===== src/rtl/ro_race_resp_if.sv =====
// Bundle of request/response and RO counter signals between the PUF counters,
// the requester and ro_race_resp.
`timescale 1ns/1ps
interface ro_race_resp_if #(
  parameter int N_BITS = 8
);
  logic              start;
  logic [3:0]        count0;
  logic [3:0]        count1;
  logic [N_BITS-1:0] resp;
  logic              resp_valid;
  logic              busy;
  logic              tie;

  modport master (
    output start, count0, count1,
    input  resp, resp_valid, busy, tie
  );

  modport slave (
    input  start, count0, count1,
    output resp, resp_valid, busy, tie
  );
endinterface


===== src/rtl/ro_race_resp.sv =====
// Races RO0/RO1 counter wrap events over WINDOW wraps per bit and assembles
// N_BITS race outcomes into a response word with a valid/busy handshake.
`timescale 1ns/1ps
module ro_race_resp #(
  parameter int N_BITS = 8,
  parameter int WINDOW = 16,
  parameter int WCNT_W = 8
) (
  input logic             clk0,
  input logic             reset,
  ro_race_resp_if.slave   bus
);
  localparam int                IDX_W = (N_BITS > 1) ? $clog2(N_BITS) : 1;
  localparam logic [WCNT_W-1:0] WIN   = WCNT_W'(WINDOW);
  localparam logic [IDX_W-1:0]  LAST  = IDX_W'(N_BITS - 1);

  typedef enum logic [1:0] {IDLE, ARM, MEASURE, DONE} state_t;

  state_t              state, state_next;
  logic [N_BITS-1:0]   resp, resp_next;
  logic                resp_valid, resp_valid_next;
  logic                tie, tie_next;
  logic [IDX_W-1:0]    bit_idx, bit_idx_next;
  logic                arm_cnt, arm_cnt_next;
  logic [WCNT_W-1:0]   w0, w0_next;
  logic [WCNT_W-1:0]   w1, w1_next;
  logic [WCNT_W-1:0]   n0, n1;
  logic                c1_s1, c1_s2, c1_p, c0_p;
  logic                wrap0, wrap1, hit0, hit1;
  logic                unused_cnt_bits;

  // Only the MSB of each counter matters: its falling edge marks a 15->0 wrap.
  assign unused_cnt_bits = &{bus.count0[2:0], bus.count1[2:0]};

  assign wrap0 = c0_p & ~bus.count0[3];
  assign wrap1 = c1_p & ~c1_s2;
  assign n0    = w0 + WCNT_W'(wrap0);
  assign n1    = w1 + WCNT_W'(wrap1);
  assign hit0  = (n0 == WIN);
  assign hit1  = (n1 == WIN);

  always_ff @(posedge clk0 or posedge reset) begin
    if (reset) begin
      state      <= IDLE;
      resp       <= '0;
      resp_valid <= 1'b0;
      tie        <= 1'b0;
      bit_idx    <= '0;
      arm_cnt    <= 1'b0;
      w0         <= '0;
      w1         <= '0;
      c1_s1      <= 1'b0;
      c1_s2      <= 1'b0;
      c1_p       <= 1'b0;
      c0_p       <= 1'b0;
    end else begin
      state      <= state_next;
      resp       <= resp_next;
      resp_valid <= resp_valid_next;
      tie        <= tie_next;
      bit_idx    <= bit_idx_next;
      arm_cnt    <= arm_cnt_next;
      w0         <= w0_next;
      w1         <= w1_next;
      c1_s1      <= bus.count1[3];
      c1_s2      <= c1_s1;
      c1_p       <= c1_s2;
      c0_p       <= bus.count0[3];
    end
  end

  always_comb begin
    state_next      = state;
    resp_next       = resp;
    resp_valid_next = resp_valid;
    tie_next        = tie;
    bit_idx_next    = bit_idx;
    arm_cnt_next    = arm_cnt;
    w0_next         = w0;
    w1_next         = w1;
    case (state)
      IDLE, DONE: begin
        if (bus.start) begin
          state_next      = ARM;
          resp_next       = '0;
          resp_valid_next = 1'b0;
          tie_next        = 1'b0;
          bit_idx_next    = '0;
          arm_cnt_next    = 1'b0;
        end
      end
      ARM: begin
        // Two cycles with accumulators held at zero while the RO1 sync pipe flushes.
        w0_next      = '0;
        w1_next      = '0;
        arm_cnt_next = ~arm_cnt;
        if (arm_cnt) state_next = MEASURE;
      end
      MEASURE: begin
        w0_next = n0;
        w1_next = n1;
        if (hit0 || hit1) begin
          resp_next = {resp[N_BITS-2:0], hit1 & ~hit0};
          if (hit0 && hit1) tie_next = 1'b1;
          if (bit_idx == LAST) begin
            state_next      = DONE;
            resp_valid_next = 1'b1;
          end else begin
            bit_idx_next = bit_idx + 1'b1;
            arm_cnt_next = 1'b0;
            state_next   = ARM;
          end
        end
      end
      default: state_next = IDLE;
    endcase
  end

  assign bus.resp       = resp;
  assign bus.resp_valid = resp_valid;
  assign bus.busy       = (state == ARM) || (state == MEASURE);
  assign bus.tie        = tie;
endmodule


===== src/flat_wrapper.sv =====
// flat-port wrapper written by rule: the top's interface ports become plain ports
module ro_race_resp_flat 
#(
  parameter int N_BITS = 8,
  parameter int WINDOW = 16,
  parameter int WCNT_W = 8
)
  (clk0, reset, bus_start, bus_count0, bus_count1, bus_resp, bus_resp_valid, bus_busy, bus_tie);
  ro_race_resp_if #(.N_BITS(N_BITS)) bus_i ();
  input logic clk0;
  input logic reset;
  input wire logic [$bits(bus_i.start)-1:0] bus_start;
  input wire logic [$bits(bus_i.count0)-1:0] bus_count0;
  input wire logic [$bits(bus_i.count1)-1:0] bus_count1;
  output wire logic [$bits(bus_i.resp)-1:0] bus_resp;
  output wire logic [$bits(bus_i.resp_valid)-1:0] bus_resp_valid;
  output wire logic [$bits(bus_i.busy)-1:0] bus_busy;
  output wire logic [$bits(bus_i.tie)-1:0] bus_tie;
  assign bus_i.start = bus_start;
  assign bus_i.count0 = bus_count0;
  assign bus_i.count1 = bus_count1;
  assign bus_resp = bus_i.resp;
  assign bus_resp_valid = bus_i.resp_valid;
  assign bus_busy = bus_i.busy;
  assign bus_tie = bus_i.tie;
  ro_race_resp #(.N_BITS(N_BITS), .WINDOW(WINDOW), .WCNT_W(WCNT_W)) u_core (.clk0(clk0), .reset(reset), .bus(bus_i));
endmodule

===== config.mk =====
export PLATFORM = sky130hd
export DESIGN_NAME = ro_race_resp_flat
export DESIGN_NICKNAME = d
export VERILOG_FILES = /design/src/rtl/ro_race_resp_if.sv /design/src/rtl/ro_race_resp.sv /design/src/flat_wrapper.sv
export SDC_FILE = /design/constraint.sdc
export NUM_CORES = 1
export LEC_CHECK = 0
export CAP_MARGIN = 10
export CORE_MARGIN = 3
export CORE_UTILIZATION = 40
export DETAILED_ROUTE_END_ITERATION = 7
export PLACE_DENSITY = 0.71
export SYNTH_ARGS = -nofsm -noshare
export SYNTH_HDL_FRONTEND = slang
export SYNTH_SLANG_ARGS = --single-unit

===== constraint.sdc =====
create_clock -name clk0 -period 5.05 [get_ports clk0]
set_input_delay 1.515 -clock clk0 [delete_from_list [all_inputs] [get_ports clk0]]
set_output_delay 1.515 -clock clk0 [all_outputs]
set_load 0.005 [all_outputs]

# [Word level (Yosys, flattened, before mapping)]
# Index checks and enable logic that the tools add are counted.
[op_classes] n_addsub=3 n_eq_ne=12 muxes=24 bitwise=7 reduce_logical=13
[op_table] cell="$pmux W8 S2" n=3
[op_table] cell="$add A8 B1 Y8" n=2
[op_table] cell="$eq A8 B5 Y1 const B" n=2
[op_table] cell="$mux W8" n=2
[op_table] cell="$reduce_and A4 Y1" n=3
[op_table] cell="$mux W3" n=3
[op_table] cell="$reduce_and A3 Y1" n=3
[op_table] cell="$mux W2" n=4
[op_table] cell="$ne A2 B1 Y1 const B" n=4
[op_table] cell="$mux W1" n=7
[op_table] cell="$pmux W2 S3" n=1
[op_table] cell="$pmux W3 S2" n=1
[op_table] cell="$eq A2 B2 Y1 const B" n=2
[op_table] cell="$ne A2 B2 Y1 const B" n=2
[op_table] cell="$not A1 Y1" n=4
[op_table] cell="$pmux W1 S2" n=2
[op_table] cell="$reduce_bool A2 Y1" n=2
[op_table] cell="$add A3 B1 Y3 const B" n=1
[op_table] cell="$and A1 B1 Y1" n=3
[op_table] cell="$eq A3 B3 Y1 const B" n=1
[op_table] cell="$pmux W1 S3" n=1
[op_table] cell="$eq A2 B1 Y1 const B" n=1
[op_table] cell="$logic_not A2 Y1" n=1
[op_table] cell="$logic_or A1 B1 Y1" n=2
[op_table] cell="2 further kinds" n=2
[word_totals] register_bits=36 output_inout_bits=11 wordCells=71

# [Longest topological paths before layout]
[logic_depth] ltp_word=8 mapped_depth=9 ltp_nobuf=9

# [Worst setup path after synthesis]
# No wires, ideal clock.
[synth_timing] kind="input to register" start="input port bus_count0[3]" end="register u_core.resp[1] (netlist: u_core.bus.resp[1])" setup_ns=0.121 arrival_time_ns=3.467 required_ns=4.929 setup_slack_ns=1.462 stages=8 path_cell_list="nor2b_1 > ha_1 > nand3_2 > or4_4 > a211oi_4 > a31oi_2 > a211o_1 > a22o_1"
[synth_via] elab_chain_len=7
[synth_rtl] element="start: declaration" line="flat_wrapper.sv:13" rtl="input wire logic [$bits(bus_i.count0)-1:0] bus_count0;"
[synth_rtl] element="$not A1 Y1" line="ro_race_resp.sv:35" rtl="assign wrap0 = c0_p & ~bus.count0[3];"
[synth_rtl] element="$and A1 B1 Y1" line="ro_race_resp.sv:35"
[synth_rtl] element="$add A8 B1 Y8" line="ro_race_resp.sv:37" rtl="assign n0 = w0 + WCNT_W'(wrap0);"
[synth_rtl] element="$eq A8 B5 Y1" line="ro_race_resp.sv:39" rtl="assign hit0 = (n0 == WIN);"
[synth_rtl] element="$logic_or A1 B1 Y1" line="ro_race_resp.sv:102" rtl="if (hit0 || hit1) begin"
[synth_rtl] element="$ne A2 B1 Y1 (no line)"
[synth_rtl] element="$reduce_and A3 Y1 (no line)"
[synth_rtl] element="end signal: assignment" line="ro_race_resp.sv:58" rtl="resp <= resp_next;"
[synth_rtl] element="end: declaration" line="ro_race_resp.sv:20" rtl="logic [N_BITS-1:0] resp, resp_next;"
# Every way passes these cells.
# A chain may end at the register's enable or synchronous reset.

# [Worst setup path after layout]
# Ends and elaborated chain as after synthesis.

==> flow_metrics.tcl <==
set metrics [dict create \
    p_clk_frac 0.312 \
    pwr-share-seq 0.385 \
    syn-mean-instance-area_um2 9.947 \
    wl_per_cell_um 13.06 \
    maxSlewViolCount 0 \
    post_cts_resized 0 \
    grt_max_degree 32 \
    gr-usage-met3 0.02837 \
    dp.final_hpwl_mm 2.595 \
    syn_inst 200 \
    dr.pass1.iters 4 \
    coreArea_um2 4755 \
    ys_seq_elements 36 \
    final_common_cell "dfrtp_1" \
    yosys.area_share.simple 0.1855 \
    combPwrFrac 0.302 \
    grt_pass1_wl_mm 6.831 \
    initialDrtViolationCount 106 \
    drc 0 \
    max_stage_delay_ns 0.55 \
    clk_latency_ns 0.29 \
    cts_tree "yes" \
    switching_share 0.3419 \
    dieArea_um2 5856 \
    crit_type "in -> reg" \
    io_buffers 15 \
    tns_ns 0 \
    cp_top_family "compound AO/OA/AOI/OAI gates" \
    max_clock_freq_mhz 253.3 \
    status "completed" \
    ant_nets 0 \
    use_met1 0.2050 \
    start_kind "input port" \
    grtUsageTotal 0.1419 \
    synthAdderAreaFrac 0.06289 \
    cts_buffers 5 \
    ys_seq_area_frac 0.4528 \
    wl_mm 3.749 \
    postLayoutCellArea_um2 2331 \
    endpoint_kind "flop" \
    synth_xor_area_frac 0.01321 \
    grt_pass1_vias 1433 \
    ys_warn_count 0 \
    finalCritPeriodShare 0.7818 \
    area_delta_synth_final_pct 17.17 \
    h-tree-depth 2 \
    grt_use_met2 0.2162 \
    initial_core_util 0.4184 \
    io_pins 22 \
    fin_skew_ns 0.004181 \
    cap_viol_max_count 0 \
    via_count 1534 \
    worst_slack_ns 1.102 \
    layout-drive-gt1-share 0.08636 \
    synth_cell_types 41 \
    max_slew_margin 0.3378 \
    antenna_found_initial 0 \
    cp.required_ns 5.23 \
    die_h_um 76.53 \
    antenna_cells 0 \
    crit_fanout 7 \
    finalHoldViolations 0 \
    post_cts_buffers 0 \
    avgViaCountPerCell 5.345 \
    synth_mux_area_frac 0.05031 \
    place_ws_ns 0.8051 \
    leakage_nw 1.008 \
    synth_top_family_by_area "compound AO/OA/AOI/OAI gates" \
    synth-compound-area-share 0.2069 \
    fp-row-count 25 \
    worstMarginPinSlew_ns 0.9922 \
    overflow 0 \
    final_core_util 0.4903 \
    root_buffer "clkbuf_8" \
    p_switching_mw 0.2779 \
    place_area_um2 2220 \
    crit_chain "clkdlybuf4s50_1 -> nor2b_1 -> ha_1 -> nand3_2 -> or4_4 -> a211oi_4 -> a31oi_2 -> a211o_1 -> a22o_1" \
    cts_buffer_depth 2 \
    cts_hold_buf 0 \
    synth_area_um2 1989 \
    syn_nets 221 \
    die_width_um 76.53 \
    peakVddDrop_mv 0.4514 \
    path_clk_slew_ns 0.07 \
    p_int_mw 0.5350 \
    gp_congestion 0.8522 \
    cts.sinks 36 \
    cp_num_buf_inv 1 \
    crit_arrival_ns 4.12 \
    slowest_stage "or4_4" \
    rsz0062_at_grt "false" \
    mostFrequentLayoutCells "36 x dfrtp_1, 19 x nor2_1, 19 x nand2_1, 15 x a22o_1, 15 x clkdlybuf4s50_1" \
    busiest_layer "met2" \
    setup_viol 0 \
    hp-class "reg -> reg" \
    cellPowerDensity_nw_per_um2 348.8 \
    period_needed_ns 3.948 \
    nets 240 \
]
==> kinds of logic (layout without fill, tap and decap cells) <==
kind of cell / Yosys count / in the layout
xor+xnor: 3 / 3
simple gates: 74 / 74
buf+inv: 15 / 35
compound gates: 52 / 52
flops: 36 / 36
fa+ha+maj: 10 / 10
mux: 10 / 10
==> cells in the mapped netlist <==
master	instances	share of area
dfrtp_1	36	0.45
nand2_1	19	0.036
nor2_1	19	0.036
a22o_1	15	0.066
o21ai_0	11	0.028
ha_1	10	0.063
inv_1	10	0.019
mux2i_1	10	0.050
nand3_1	9	0.023
nor3_1	9	0.023
a21oi_1	6	0.015
and3_1	4	0.013
clkbuf_1	3	0.0057
nor2b_1	3	0.0094
a211oi_4	2	0.020
a21o_1	2	0.0075
a221oi_1	2	0.0088
buf_1	2	0.0038
nand3_2	2	0.010
nand4_1	2	0.0063
o22ai_1	2	0.0063
o32ai_1	2	0.0088
xor2_1	2	0.0088
a211o_1	1	0.0044
a211oi_1	1	0.0038
a21boi_1	1	0.0038
a21oi_2	1	0.0044
a2bb2oi_1	1	0.0044
a31o_2	1	0.0044
a31oi_2	1	0.0063
and2_1	1	0.0031
and4b_1	1	0.0050
nand3b_1	1	0.0038
nor4b_1	1	0.0044
o21ai_1	1	0.0025
o32ai_2	1	0.0082
o41ai_1	1	0.0044
or3_1	1	0.0031
or4_4	1	0.0057
or4b_1	1	0.0050
xnor2_1	1	0.0044
==> worst paths after layout <==
check	start	endpoint	slack [ns]	cells past startpoint
setup / recovery	bus_count0[3]	u_core.bus.resp[1]$_DFFE_PP0P_	1.10	9
hold / removal	u_core.c1_s1$_DFF_PP0_	u_core.c1_s2$_DFF_PP0_	0.35	0
setup reg to reg	u_core.c1_p$_DFF_PP0_	u_core.bus.resp[1]$_DFFE_PP0P_	2.23	9
hold reg to reg	u_core.c1_s1$_DFF_PP0_	u_core.c1_s2$_DFF_PP0_	0.35	0
max in group asynchronous	reset	u_core.bus.tie$_DFFE_PP0P_	2.57	3
min in group asynchronous	reset	u_core.bus.resp[6]$_DFFE_PP0P_	1.76	2
==> worst reg2reg max path, stage by stage, from the launching register on <==
cell and delay, ns:
dfrtp_1 0.35, nor2b_1 0.15, ha_1 0.18, ha_1 0.27, or4b_1 0.53, nor3_1 0.13, nand3b_1 0.19, nand2_1 0.25
a211o_1 0.44, a22o_1 0.22
==> final cells by class <==
type                            count  area, µm²
Sequential cell                    36      900.9
Tap cell                           67      83.83
Clock buffer                        5      68.82
Clock inverter                      3      42.54
Timing Repair Buffer               17      165.2
Multi-Input combinational cell    149       1032
Inverter                           10      37.54
Fill cell                         439       2424
==> registers in the layout, indices dropped and copies added, names as in the netlist <==
signal	count
u_core.bit_idx	3
u_core.state	2
u_core.arm_cnt	1
u_core.bus.resp_valid	1
u_core.c1_p	1
u_core.c1_s1	1
u_core.bus.tie	1
u_core.c1_s2	1
u_core.w1	8
u_core.c0_p	1
u_core.w0	8
u_core.bus.resp	8
==> layer usage <==
layer,up-vias,share of wire
met2,22,0.46
li1,777,-
met3,7,0.029
met4,0,0.012
met5,-,0
met1,728,0.50
==> stage by stage <==
step	total power, mW	hold WS, ns	cells
floorplan	0.5041	0.3312	200
global placement	0.5627	0.3377	279
detailed placement	0.5649	0.3397	279
CTS	0.8195	0.3569	287
global route	0.8664	0.3721	287
finish	0.8130	0.3529	287
==> power by group through the flow <==
stage | combinational (mW) | clock (mW) | sequential (mW)
2_1_floorplan | 0.188 | 0 | 0.316
3_3_place_gp | 0.244 | 0 | 0.318
3_5_place_dp | 0.246 | 0 | 0.319
4_1_cts | 0.247 | 0.260 | 0.313
5_1_grt | 0.281 | 0.269 | 0.316
6_report | 0.246 | 0.254 | 0.313
No activity file was read; power rests on OpenSTA's default activity.
